File: src/rtl/alu_ctrl_stage.sv
// ID/EX boundary stage: registers ALUop/funct, decodes the 3-bit ALU select,
// supports stall/flush, and flags plus counts illegal decodes.
module alu_ctrl_stage #(
   parameter int          CNT_W  = 8,
   parameter logic [2:0]  OP_ADD = 3'b010
) (
   input  logic             clk,
   input  logic             reset,
   input  logic             in_valid,
   input  logic [1:0]       ALUop,
   input  logic [5:0]       funct,
   input  logic             stall,
   input  logic             flush,
   output logic             in_ready,
   output logic             out_valid,
   output logic [2:0]       op,
   output logic             illegal,
   output logic             err_sticky,
   output logic [CNT_W-1:0] illegal_count
);

   localparam logic [2:0] OP_SUB = 3'b110;
   localparam logic [2:0] OP_AND = 3'b000;
   localparam logic [2:0] OP_OR  = 3'b001;
   localparam logic [2:0] OP_SLT = 3'b111;

   localparam logic [5:0] FN_ADD = 6'b100000;
   localparam logic [5:0] FN_SUB = 6'b100010;
   localparam logic [5:0] FN_AND = 6'b100100;
   localparam logic [5:0] FN_OR  = 6'b100101;
   localparam logic [5:0] FN_SLT = 6'b101010;

   localparam logic [CNT_W-1:0] CNT_MAX = '1;
   localparam logic [CNT_W-1:0] CNT_ONE = CNT_W'(1);

   logic [2:0] dec_op;
   logic       dec_illegal;
   logic       load;
   logic       accept_illegal;

   assign in_ready = !stall;

   // funct is only examined in the R-type branch, so X on it elsewhere is harmless
   always_comb begin
      dec_op      = OP_ADD;
      dec_illegal = 1'b0;
      case (ALUop)
         2'b00: dec_op = OP_ADD;
         2'b01: dec_op = OP_SUB;
         2'b10: begin
            case (funct)
               FN_ADD:  dec_op = OP_ADD;
               FN_SUB:  dec_op = OP_SUB;
               FN_AND:  dec_op = OP_AND;
               FN_OR:   dec_op = OP_OR;
               FN_SLT:  dec_op = OP_SLT;
               default: dec_illegal = 1'b1;
            endcase
         end
         default: dec_illegal = 1'b1;
      endcase
   end

   assign load           = !flush && !stall;
   assign accept_illegal = load && in_valid && dec_illegal;

   always_ff @(posedge clk) begin
      if (reset) begin
         out_valid     <= 1'b0;
         op            <= OP_ADD;
         illegal       <= 1'b0;
         err_sticky    <= 1'b0;
         illegal_count <= '0;
      end else if (flush) begin
         out_valid <= 1'b0;
         op        <= OP_ADD;
         illegal   <= 1'b0;
      end else if (load) begin
         out_valid <= in_valid;
         if (in_valid) begin
            op      <= dec_op;
            illegal <= dec_illegal;
         end else begin
            op      <= OP_ADD;
            illegal <= 1'b0;
         end
         if (accept_illegal) begin
            err_sticky <= 1'b1;
            if (illegal_count != CNT_MAX)
               illegal_count <= illegal_count + CNT_ONE;
         end
      end
   end

endmodule
File: config.mk
export PLATFORM = sky130hd
export DESIGN_NAME = alu_ctrl_stage
export DESIGN_NICKNAME = d
export VERILOG_FILES = /design/src/rtl/alu_ctrl_stage.sv
export SDC_FILE = /design/constraint.sdc
export NUM_CORES = 1
export LEC_CHECK = 0
export CAP_MARGIN = 15
export CELL_PAD_IN_SITES_DETAIL_PLACEMENT = 0
export CELL_PAD_IN_SITES_GLOBAL_PLACEMENT = 2
export CORE_ASPECT_RATIO = 0.9
export CORE_MARGIN = 3
export CORE_UTILIZATION = 26
export CTS_CLUSTER_SIZE = 24
export DETAILED_ROUTE_END_ITERATION = 10
export PLACE_DENSITY_LB_ADDON = 0.1
export SYNTH_ARGS = -nofsm -noshare
export SYNTH_HDL_FRONTEND = slang
export SYNTH_SLANG_ARGS = --single-unit
File: constraint.sdc
create_clock -name clk -period 3.4 [get_ports clk]
set_input_delay 0.34 -clock clk [delete_from_list [all_inputs] [get_ports clk]]
set_output_delay 0.34 -clock clk [all_outputs]
set_load 0.03 [all_outputs]
==> impl_metrics.py, run 1 <==
metrics = {
    "run_status": {
        "status": "completed",
    },
    "sta": {
        "fmax_mhz": 494,
        "relSlewSlack": 0.620,
        "hold_slack_ns": 0.490,
        "max_slew.worst_pin.slew_ns": 0.569,
        "fin_crit_sh": 0.595,
        "fin_skew_ns": 0.00481,
        "hold_viol": 0,
        "finalSetupViolations": 0,
        "slew_viol_final": 0,
        "rsz0062_at_grt": "false",
        "post-route-min-period_ns": 2.02,
        "fin_setup_tns_ns": 0,
    },
    "clocking": {
        "cts_setup_buffers": 0,
        "cts_hold_buf": 0,
        "clk_pin_slew_worst_paths_ns": 0.08,
        "clock_path_buffers": 2,
        "cts-root-buf": "clkbuf_4",
        "insertion_delay_ns": 0.27,
        "cts-buffers-inserted": 3,
        "cts_tree": "done",
        "clock_sinks": 14,
        "htree_num_levels": 1,
        "cts_resized": 0,
    },
    "setup_path": {
        "worstPathRequired_ns": 3.06,
        "r2r_slack_ns": 1.77,
        "r2r_cells": 5,
        "slowest_stage": "clkdlybuf4s50_1",
        "max_stage_delay_ns": 0.67,
        "critPathTopFamily": "buffers and inverters",
        "critPathBufInv": 3,
        "worst_ep_arrival_time_ns": 1.68,
        "path_cells": "clkdlybuf4s50_1 > inv_1 > clkdlybuf4s50_1",
        "critical_path_depth": 3,
        "crit_fanout": 6,
        "crit_type": "input port to primary output",
        "critPathCaptureType": "primary output",
        "critPathLaunchType": "input port",
        "crit_top_cell": "clkdlybuf4s50_1",
    },
    "routing": {
        "drt_wl_total_mm": 1.83,
        "wl_per_cell_um": 12.1,
        "drtIter0Drc": 22,
        "dr_total_vias": 689,
        "dr.pass1.iters": 4,
        "antenna_left": 0,
        "drc": 0,
        "viasPerCell": 4.53,
    },
    "finish": {
        "syn_to_final_growth_pct": 43.7,
        "layout.nets": 131,
        "layout-drive-gt1-share": 0.0893,
        "fillers": 302,
        "n_antenna_cell": 0,
    },
    "synth": {
        "yosysSeqAreaShare": 0.365,
        "synth_area_leader_cell": "dfxtp_1",
        "ys_async_sr_fraction": 0,
        "synthTopCellsByCount": "dfxtp_1, nor2_1, a21oi_1",
        "synthFlopType": "dfxtp_1",
        "synth_edf_count": 0,
        "syn_inst": 83,
        "synth.distinct_cells": 35,
        "synth_most_common_cell": "dfxtp_1",
        "yosysWarnings": 0,
        "syn_avg_cell_area_um2": 9.24,
        "synth_area_leaders": "dfxtp_1, ha_1, a21oi_1",
        "synth_top_cell_area_share": 0.365,
        "mappedNetlistNets": 100,
        "ys_seq_elements": 14,
        "synth_area_um2": 767,
    },
    "die": {
        "start_util": 0.277,
        "io_pins": 28,
        "rows": 18,
        "coreArea_um2": 2770,
        "fp.dieH_um": 57.5,
        "die_w_um": 63.3,
        "die_area_um2": 3640,
    },
    "global_route": {
        "grt_pass1_wl_mm": 3.26,
        "use_met1": 0.159,
        "grt_pass1_vias": 691,
        "grt-ovfl-total": 0,
        "grt_use_met2": 0.161,
        "use_met3": 0.0354,
        "antenna_found_initial": 0,
        "grt_usage": 0.113,
        "busiest_layer": "met2",
        "grt_max_degree": 15,
    },
    "power": {
        "static-leakage-power_uw": 0.000391,
        "peakVddDrop_v": 0.000169,
        "power_density_nw_per_um2": 281,
    },
    "place": {
        "globalplace.congestion": 0.690,
        "io_buffers": 27,
        "dp.final_hpwl_mm": 1.42,
    },
    "hold_path": {
        "worst_hold_path.num_cells": 2,
        "hold_path_class": "register to register",
    },
    "flow_run": {
        "maxCapViolCount": 0,
    },
}
-- kinds of logic after synthesis --
family / share of synthesized area
compound gates: 0.158
fa+ha+maj: 0.0653
xor+xnor: 0.0228
buf+inv: 0.0245
mux: 0.0392
flops: 0.365
simple gates: 0.325
-- report_power, final --
group	total [µW]	internal (µW)	switching [µW]
registers	167	166	1.66
clock network	91.3	40.9	50.4
logic	51.1	26.1	25.0
total	310	233	77.0
-- metal layers --
layer | share of wire | wire, µm | up-vias
li1 | - | - | 369
met1 | 0.52 | 957 | 300
met2 | 0.41 | 752 | 18
met3 | 0.058 | 106 | 2
met4 | 0.0082 | 15 | 0
met5 | 0 | 0 | -
-- worst min-delay path, delay by kind of cell (launching register included) --
kind	cells	cell delay (ns)
simple gates	2	0.12
flops	1	0.34
-- flip-flops by register name, indices dropped and copies added, names as in the netlist --
signal and flops:
illegal 1, illegal_count 8, op 3, err_sticky 1
out_valid 1
-- stage by stage --
step | total power (µW) | std cells | util | worst slack (ns) | instance area [µm²]
after floorplan | 196 | 83 | - | 1.72 | 767
after global placement | 223 | 149 | 0.390 | 1.16 | 1080
after detailed placement | 223 | 149 | 0.390 | 1.10 | 1080
after CTS | 316 | 152 | 0.398 | 1.37 | 1100
after global routing | 331 | 152 | 0.398 | 1.29 | 1100
final | 310 | 152 | 0.398 | 1.38 | 1100
-- placed cells by master, fill, tap and decap left out --
cell type        instances
dfxtp_1                 14
a211oi_1                 2
nor2_1                   8
and2_2                   1
o21a_4                   1
a21oi_1                  7
nand3_2                  1
xnor2_1                  1
mux2i_1                  3
or3_1                    1
o21ai_0                  4
nand4_2                  1
nand3b_1                 1
a31oi_1                  1
o31ai_1                  2
nor3_1                   4
or2b_2                   1
clkbuf_4                 3
nor3b_1                  2
nand2_1                  4
and4_1                   1
or4_1                    2
ha_1                     4
nand3_4                  1
nor3b_4                  1
nand3_1                  3
clkdlybuf4s50_1         27
xor2_1                   1
a22oi_1                  1
o21a_1                   1
inv_1                    3
and3b_1                  1
or4b_1                   1
and4b_1                  1
nand4_1                  1
nor2b_1                  1
-- cell type report --
cell class                 count  area, µm²  share of cell area
timing repair buffer          27        270               0.245
tap                           40       50.0              0.0454
sequential                    14        280               0.254
clock buffer                   3       22.5              0.0204
inverter                       3       11.3              0.0102
multi-input combinational     65        468               0.425
-- path summary, 6_finish.rpt --
path,from,to
setup / recovery,stall,in_ready
hold / removal,err_sticky$_SDFFE_PP0P_,err_sticky$_SDFFE_PP0P_
setup reg to reg,illegal_count[0]$_SDFFE_PP0P_,illegal_count[3]$_SDFFE_PP0P_
hold reg to reg,err_sticky$_SDFFE_PP0P_,err_sticky$_SDFFE_PP0P_
(Power assumes the default switching activity.)
==> inputs of run 2 (changes only) <==
CORE_UTILIZATION = 25   (was 26)
clock period = 2 ns   (was 3.4 ns; I/O delays follow)
==> impl_metrics.py, run 2 (synthesis gave the netlist of run 1 again) <==
metrics = {
    "run_status": {
        "status": "completed",
    },
    "finish": {
        "multi_input_area_um2": 468,
        "finalNonFillerCells": 160,
        "seqCellArea_um2": 280,
        "top_regs": "illegal_count: 8 flops, op: 3 flops",
        "final_common_cell": "clkdlybuf4s50_1",
        "layout_common_cells": "clkdlybuf4s50_1, dfxtp_1, nor2_1, buf_4, a21oi_1",
        "design_area_um2": 1160,
        "layout.nets": 139,
        "syn_to_final_growth_pct": 51.5,
        "n_antenna_cell": 0,
        "regMostFlops": "illegal_count",
        "final_util": 0.410,
        "largest_reg_flops": 8,
        "fillers": 299,
        "layout-drive-gt1-share": 0.150,
    },
    "sta": {
        "fin_skew_ns": 0.00314,
        "slew_viol_final": 0,
        "finalSetupViolations": 0,
        "fmax_mhz": 556,
        "fin_crit_sh": 0.899,
        "fin_setup_tns_ns": 0,
        "hold_viol": 0,
        "rsz0062_at_grt": "false",
        "relSlewSlack": 0.641,
        "post-route-min-period_ns": 1.80,
        "setup_ws_ns": 0.201,
        "max_slew.worst_pin.slew_ns": 0.536,
    },
    "flow_run": {
        "maxCapViolCount": 0,
    },
    "power": {
        "static-leakage-power_uw": 0.000431,
        "power_density_nw_per_um2": 461,
        "peakVddDrop_v": 0.000276,
    },
    "setup_path": {
        "critPathLaunchType": "input port",
        "crit_type": "input port to register",
        "critPathTopFamily": "simple AND/OR/NAND/NOR gates",
        "slowest_stage": "or4b_1",
        "path_cells": "clkdlybuf4s50_1 > inv_1 > ha_1 > and3b_1 > nand3_2 > nand3_4 > or4b_1 > a21oi_1",
        "critPathCaptureType": "register",
        "worstPathRequired_ns": 2.20,
        "worst_ep_arrival_time_ns": 2.00,
        "critPathBufInv": 2,
        "crit_fanout": 6,
        "max_stage_delay_ns": 0.50,
    },
    "routing": {
        "drt_wl_total_mm": 1.90,
        "dr_total_vias": 716,
        "drc": 0,
        "drtIter0Drc": 10,
        "dr.pass1.iters": 3,
        "wl_per_cell_um": 11.9,
        "viasPerCell": 4.48,
        "antenna_left": 0,
    },
    "die": {
        "io_pins": 28,
        "die_w_um": 64.4,
        "fp.dieH_um": 58.5,
        "die_area_um2": 3770,
        "coreArea_um2": 2840,
        "start_util": 0.270,
        "rows": 18,
    },
    "place": {
        "post_dp_cell_area_um2": 1140,
        "dp_cells": 157,
        "globalplace.congestion": 0.696,
        "dp.final_hpwl_mm": 1.49,
        "preCtsSetupSlack_ns": -0.0823,
        "io_buffers": 27,
    },
    "clocking": {
        "insertion_delay_ns": 0.27,
        "cts_resized": 0,
        "htree_num_levels": 1,
        "clk_pin_slew_worst_paths_ns": 0.08,
        "cts_hold_buf": 0,
        "cts-buffers-inserted": 3,
        "cts-root-buf": "clkbuf_4",
        "cts_tree": "done",
        "cts_setup_buffers": 0,
        "clock_sinks": 14,
        "clock_path_buffers": 2,
    },
    "global_route": {
        "grt_max_degree": 15,
        "grt-ovfl-total": 0,
        "grt_pass1_vias": 719,
        "grt_pass1_wl_mm": 3.33,
        "grt_usage": 0.115,
        "antenna_found_initial": 0,
    },
    "hold_path": {
        "hold_path_class": "register to register",
    },
}
==> run 2: worst paths after layout <==
kind	start	endpoint	slack [ns]	cells past startpoint
max	ALUop[0]	illegal_count[3]$_SDFFE_PP0P_	0.20	8
min	err_sticky$_SDFFE_PP0P_	err_sticky$_SDFFE_PP0P_	0.50	2
max reg2reg	illegal_count[0]$_SDFFE_PP0P_	illegal_count[3]$_SDFFE_PP0P_	0.40	5
min reg2reg	err_sticky$_SDFFE_PP0P_	err_sticky$_SDFFE_PP0P_	0.50	2
==> run 2: layout make-up <==
cell class	instances	area share
Sequential cell	14	0.241
Tap cell	40	0.0431
Clock buffer	3	0.0194
Multi-Input combinational cell	65	0.403
Timing Repair Buffer	35	0.284
Inverter	3	0.00969
==> run 2: metrics by stage <==
stage | hold slack, ns | total power (µW)
after global placement | 0.457 | 387
after CTS | 0.498 | 549
after detailed placement | 0.468 | 387
after global routing | 0.532 | 568
final | 0.497 | 536
after floorplan | 0.272 | 332
==> run 2: routing by layer <==
layer / wire length, µm / vias up / part of all wire / track usage
li1: - / 384 / - / -
met1: 925 / 313 / 0.49 / 0.148
met2: 807 / 17 / 0.42 / 0.172
met3: 145 / 2 / 0.076 / 0.0458
met4: 21 / 0 / 0.011 / 0.0452
met5: 0 / - / 0 / 0
==> run 2: where the power goes <==
part | leakage [µW] | switching (µW) | total (µW) | internal (µW)
combinational | 0.000304 | 44.0 | 95.4 | 51.5
clock | 0.0000138 | 86.2 | 156 | 69.7
sequential | 0.000113 | 3.04 | 285 | 282
total | 0.000431 | 133 | 536 | 403
==> run 2: worst register-to-register path, delay by kind of cell (launching register included) <==
kind	cells	cell delay, ns
AOI/OAI and AO/OA	1	0.14
adders and majority gates	1	0.28
DFF	1	0.37
and+or+nand+nor	3	0.74
==> inputs of run 3 (changes only) <==
CORE_UTILIZATION = 26   (was 25)
CTS_BUF_LIST = sky130_fd_sc_hd__clkbuf_8   (was unset)
==> impl_metrics.py, run 3 (synthesis gave the netlist of run 1 again) <==
metrics = {
    "setup_path": {
        "crit_fanout": 6,
        "path_cells": "clkdlybuf4s50_1 > inv_1 > ha_1 > and3b_1 > nand3_2 > nand3_4 > or4b_1 > a21oi_1",
        "worstPathRequired_ns": 2.17,
        "max_stage_delay_ns": 0.50,
        "r2r_slack_ns": 0.40,
        "critPathBufInv": 2,
        "slowest_stage": "or4b_1",
        "critPathLaunchType": "input port",
        "critPathCaptureType": "register",
        "worst_ep_arrival_time_ns": 1.99,
        "critPathTopFamily": "simple AND/OR/NAND/NOR gates",
        "crit_type": "input port to register",
    },
    "clocking": {
        "cts_hold_buf": 0,
        "cts-root-buf": "clkbuf_8",
        "htree_num_levels": 1,
        "clock_path_buffers": 2,
        "cts_setup_buffers": 0,
        "clock_sinks": 14,
        "cts-buffers-inserted": 3,
        "cts_tree": "done",
        "insertion_delay_ns": 0.24,
        "cts_resized": 0,
        "clk_pin_slew_worst_paths_ns": 0.06,
    },
    "place": {
        "globalplace.congestion": 0.681,
        "dp.final_hpwl_mm": 1.44,
        "preCtsSetupSlack_ns": -0.0783,
        "io_buffers": 27,
    },
    "global_route": {
        "antenna_found_initial": 0,
        "grt_pass1_wl_mm": 3.21,
        "grt-ovfl-total": 0,
        "grt_usage": 0.112,
        "grt_max_degree": 15,
        "grt_pass1_vias": 703,
    },
    "power": {
        "comb_power_share": 0.146,
        "pwr-share-clk": 0.419,
        "switchingPower_uw": 146,
        "peakVddDrop_v": 0.000438,
        "power_density_nw_per_um2": 548,
        "intPower_uw": 509,
        "static-leakage-power_uw": 0.000446,
        "swShare": 0.223,
        "sequentialPowerShare": 0.435,
    },
    "finish": {
        "layout-drive-gt1-share": 0.157,
        "syn_to_final_growth_pct": 55.8,
        "layout.nets": 139,
        "n_antenna_cell": 0,
        "top_regs": "illegal_count: 8 flops, op: 3 flops",
        "seqCellArea_um2": 280,
        "largest_reg_flops": 8,
        "layout_common_cells": "clkdlybuf4s50_1, dfxtp_1, nor2_1, buf_4, a21oi_1",
        "multi_input_area_um2": 468,
        "final_common_cell": "clkdlybuf4s50_1",
        "regMostFlops": "illegal_count",
        "fillers": 293,
    },
    "die": {
        "io_pins": 28,
        "die_w_um": 63.3,
        "coreArea_um2": 2770,
        "rows": 18,
        "fp.dieH_um": 57.5,
        "start_util": 0.277,
        "die_area_um2": 3640,
    },
    "sta": {
        "hold_viol": 0,
        "rsz0062_at_grt": "false",
        "fin_crit_sh": 0.912,
        "slew_viol_final": 0,
        "setup_ws_ns": 0.175,
        "hold_slack_ns": 0.482,
        "fin_skew_ns": 0.00172,
        "max_slew.worst_pin.slew_ns": 0.533,
        "relSlewSlack": 0.644,
        "finalSetupViolations": 0,
        "fmax_mhz": 548,
        "post-route-min-period_ns": 1.82,
    },
    "routing": {
        "drtIter0Drc": 29,
        "wl_per_cell_um": 11.4,
        "drc": 0,
        "dr_total_vias": 715,
        "drt_wl_total_mm": 1.83,
        "dr.pass1.iters": 2,
        "antenna_left": 0,
        "viasPerCell": 4.44,
    },
    "flow_run": {
        "maxCapViolCount": 0,
    },
    "hold_path": {
        "hold_path_class": "register to register",
    },
    "run_status": {
        "status": "completed",
    },
}
==> run 3: changes by cell type in the layout (fill, tap and decap cells not counted) <==
cell / before / now
clkbuf_8: 0 / 4
clkbuf_4: 3 / 0
==> run 3: power groups by stage <==
| stage | Sequential, µW | Clock, µW | Combinational (µW) |
|---|---|---|---|
| 2_1_floorplan | 298 | 0 | 34.6 |
| 6_report | 285 | 274 | 95.7 |
| 5_1_grt | 285 | 297 | 106 |
| 3_3_place_gp | 291 | 0 | 96.1 |
| 4_1_cts | 285 | 281 | 96.9 |
| 3_5_place_dp | 291 | 0 | 96.4 |
==> run 3: layer usage <==
metal  GRT usage  wire [µm]
met1       0.152        930
met2       0.168        776
met5           0          0
met3      0.0374        103
met4      0.0369         19
==> run 3: worst register-to-register path: stages, from the launching register on <==
cell	delay [ns]
dfxtp_1	0.35
ha_1	0.27
nand4_2	0.15
nand3_4	0.11
or4b_1	0.50
a21oi_1	0.15
==> run 3: area by class of cell <==
cell class / count / area share
timing repair buffer: 35 / 0.276
inverter: 3 / 0.00942
sequential: 14 / 0.235
multi-input combinational: 65 / 0.392
tap: 40 / 0.0419
clock buffer: 4 / 0.0461
==> run 3: worst paths after layout <==
kind | start | to | cells after the start
setup / recovery | ALUop[0] | illegal_count[3]$_SDFFE_PP0P_ | 8
setup reg to reg | illegal_count[0]$_SDFFE_PP0P_ | illegal_count[3]$_SDFFE_PP0P_ | 5
hold / removal | err_sticky$_SDFFE_PP0P_ | err_sticky$_SDFFE_PP0P_ | 2
hold reg to reg | err_sticky$_SDFFE_PP0P_ | err_sticky$_SDFFE_PP0P_ | 2
==> run 3: stage by stage <==
step                      power, µW  setup TNS, ns   util  cell area (µm²)  instances
after floorplan                 332              0      -              767         83
after global placement          387         -0.181  0.411             1140        157
after detailed placement        388         -0.207  0.411             1140        157
after CTS                       663              0  0.431             1190        161
after global routing            688              0  0.431             1190        161
final                           655              0  0.431             1190        161
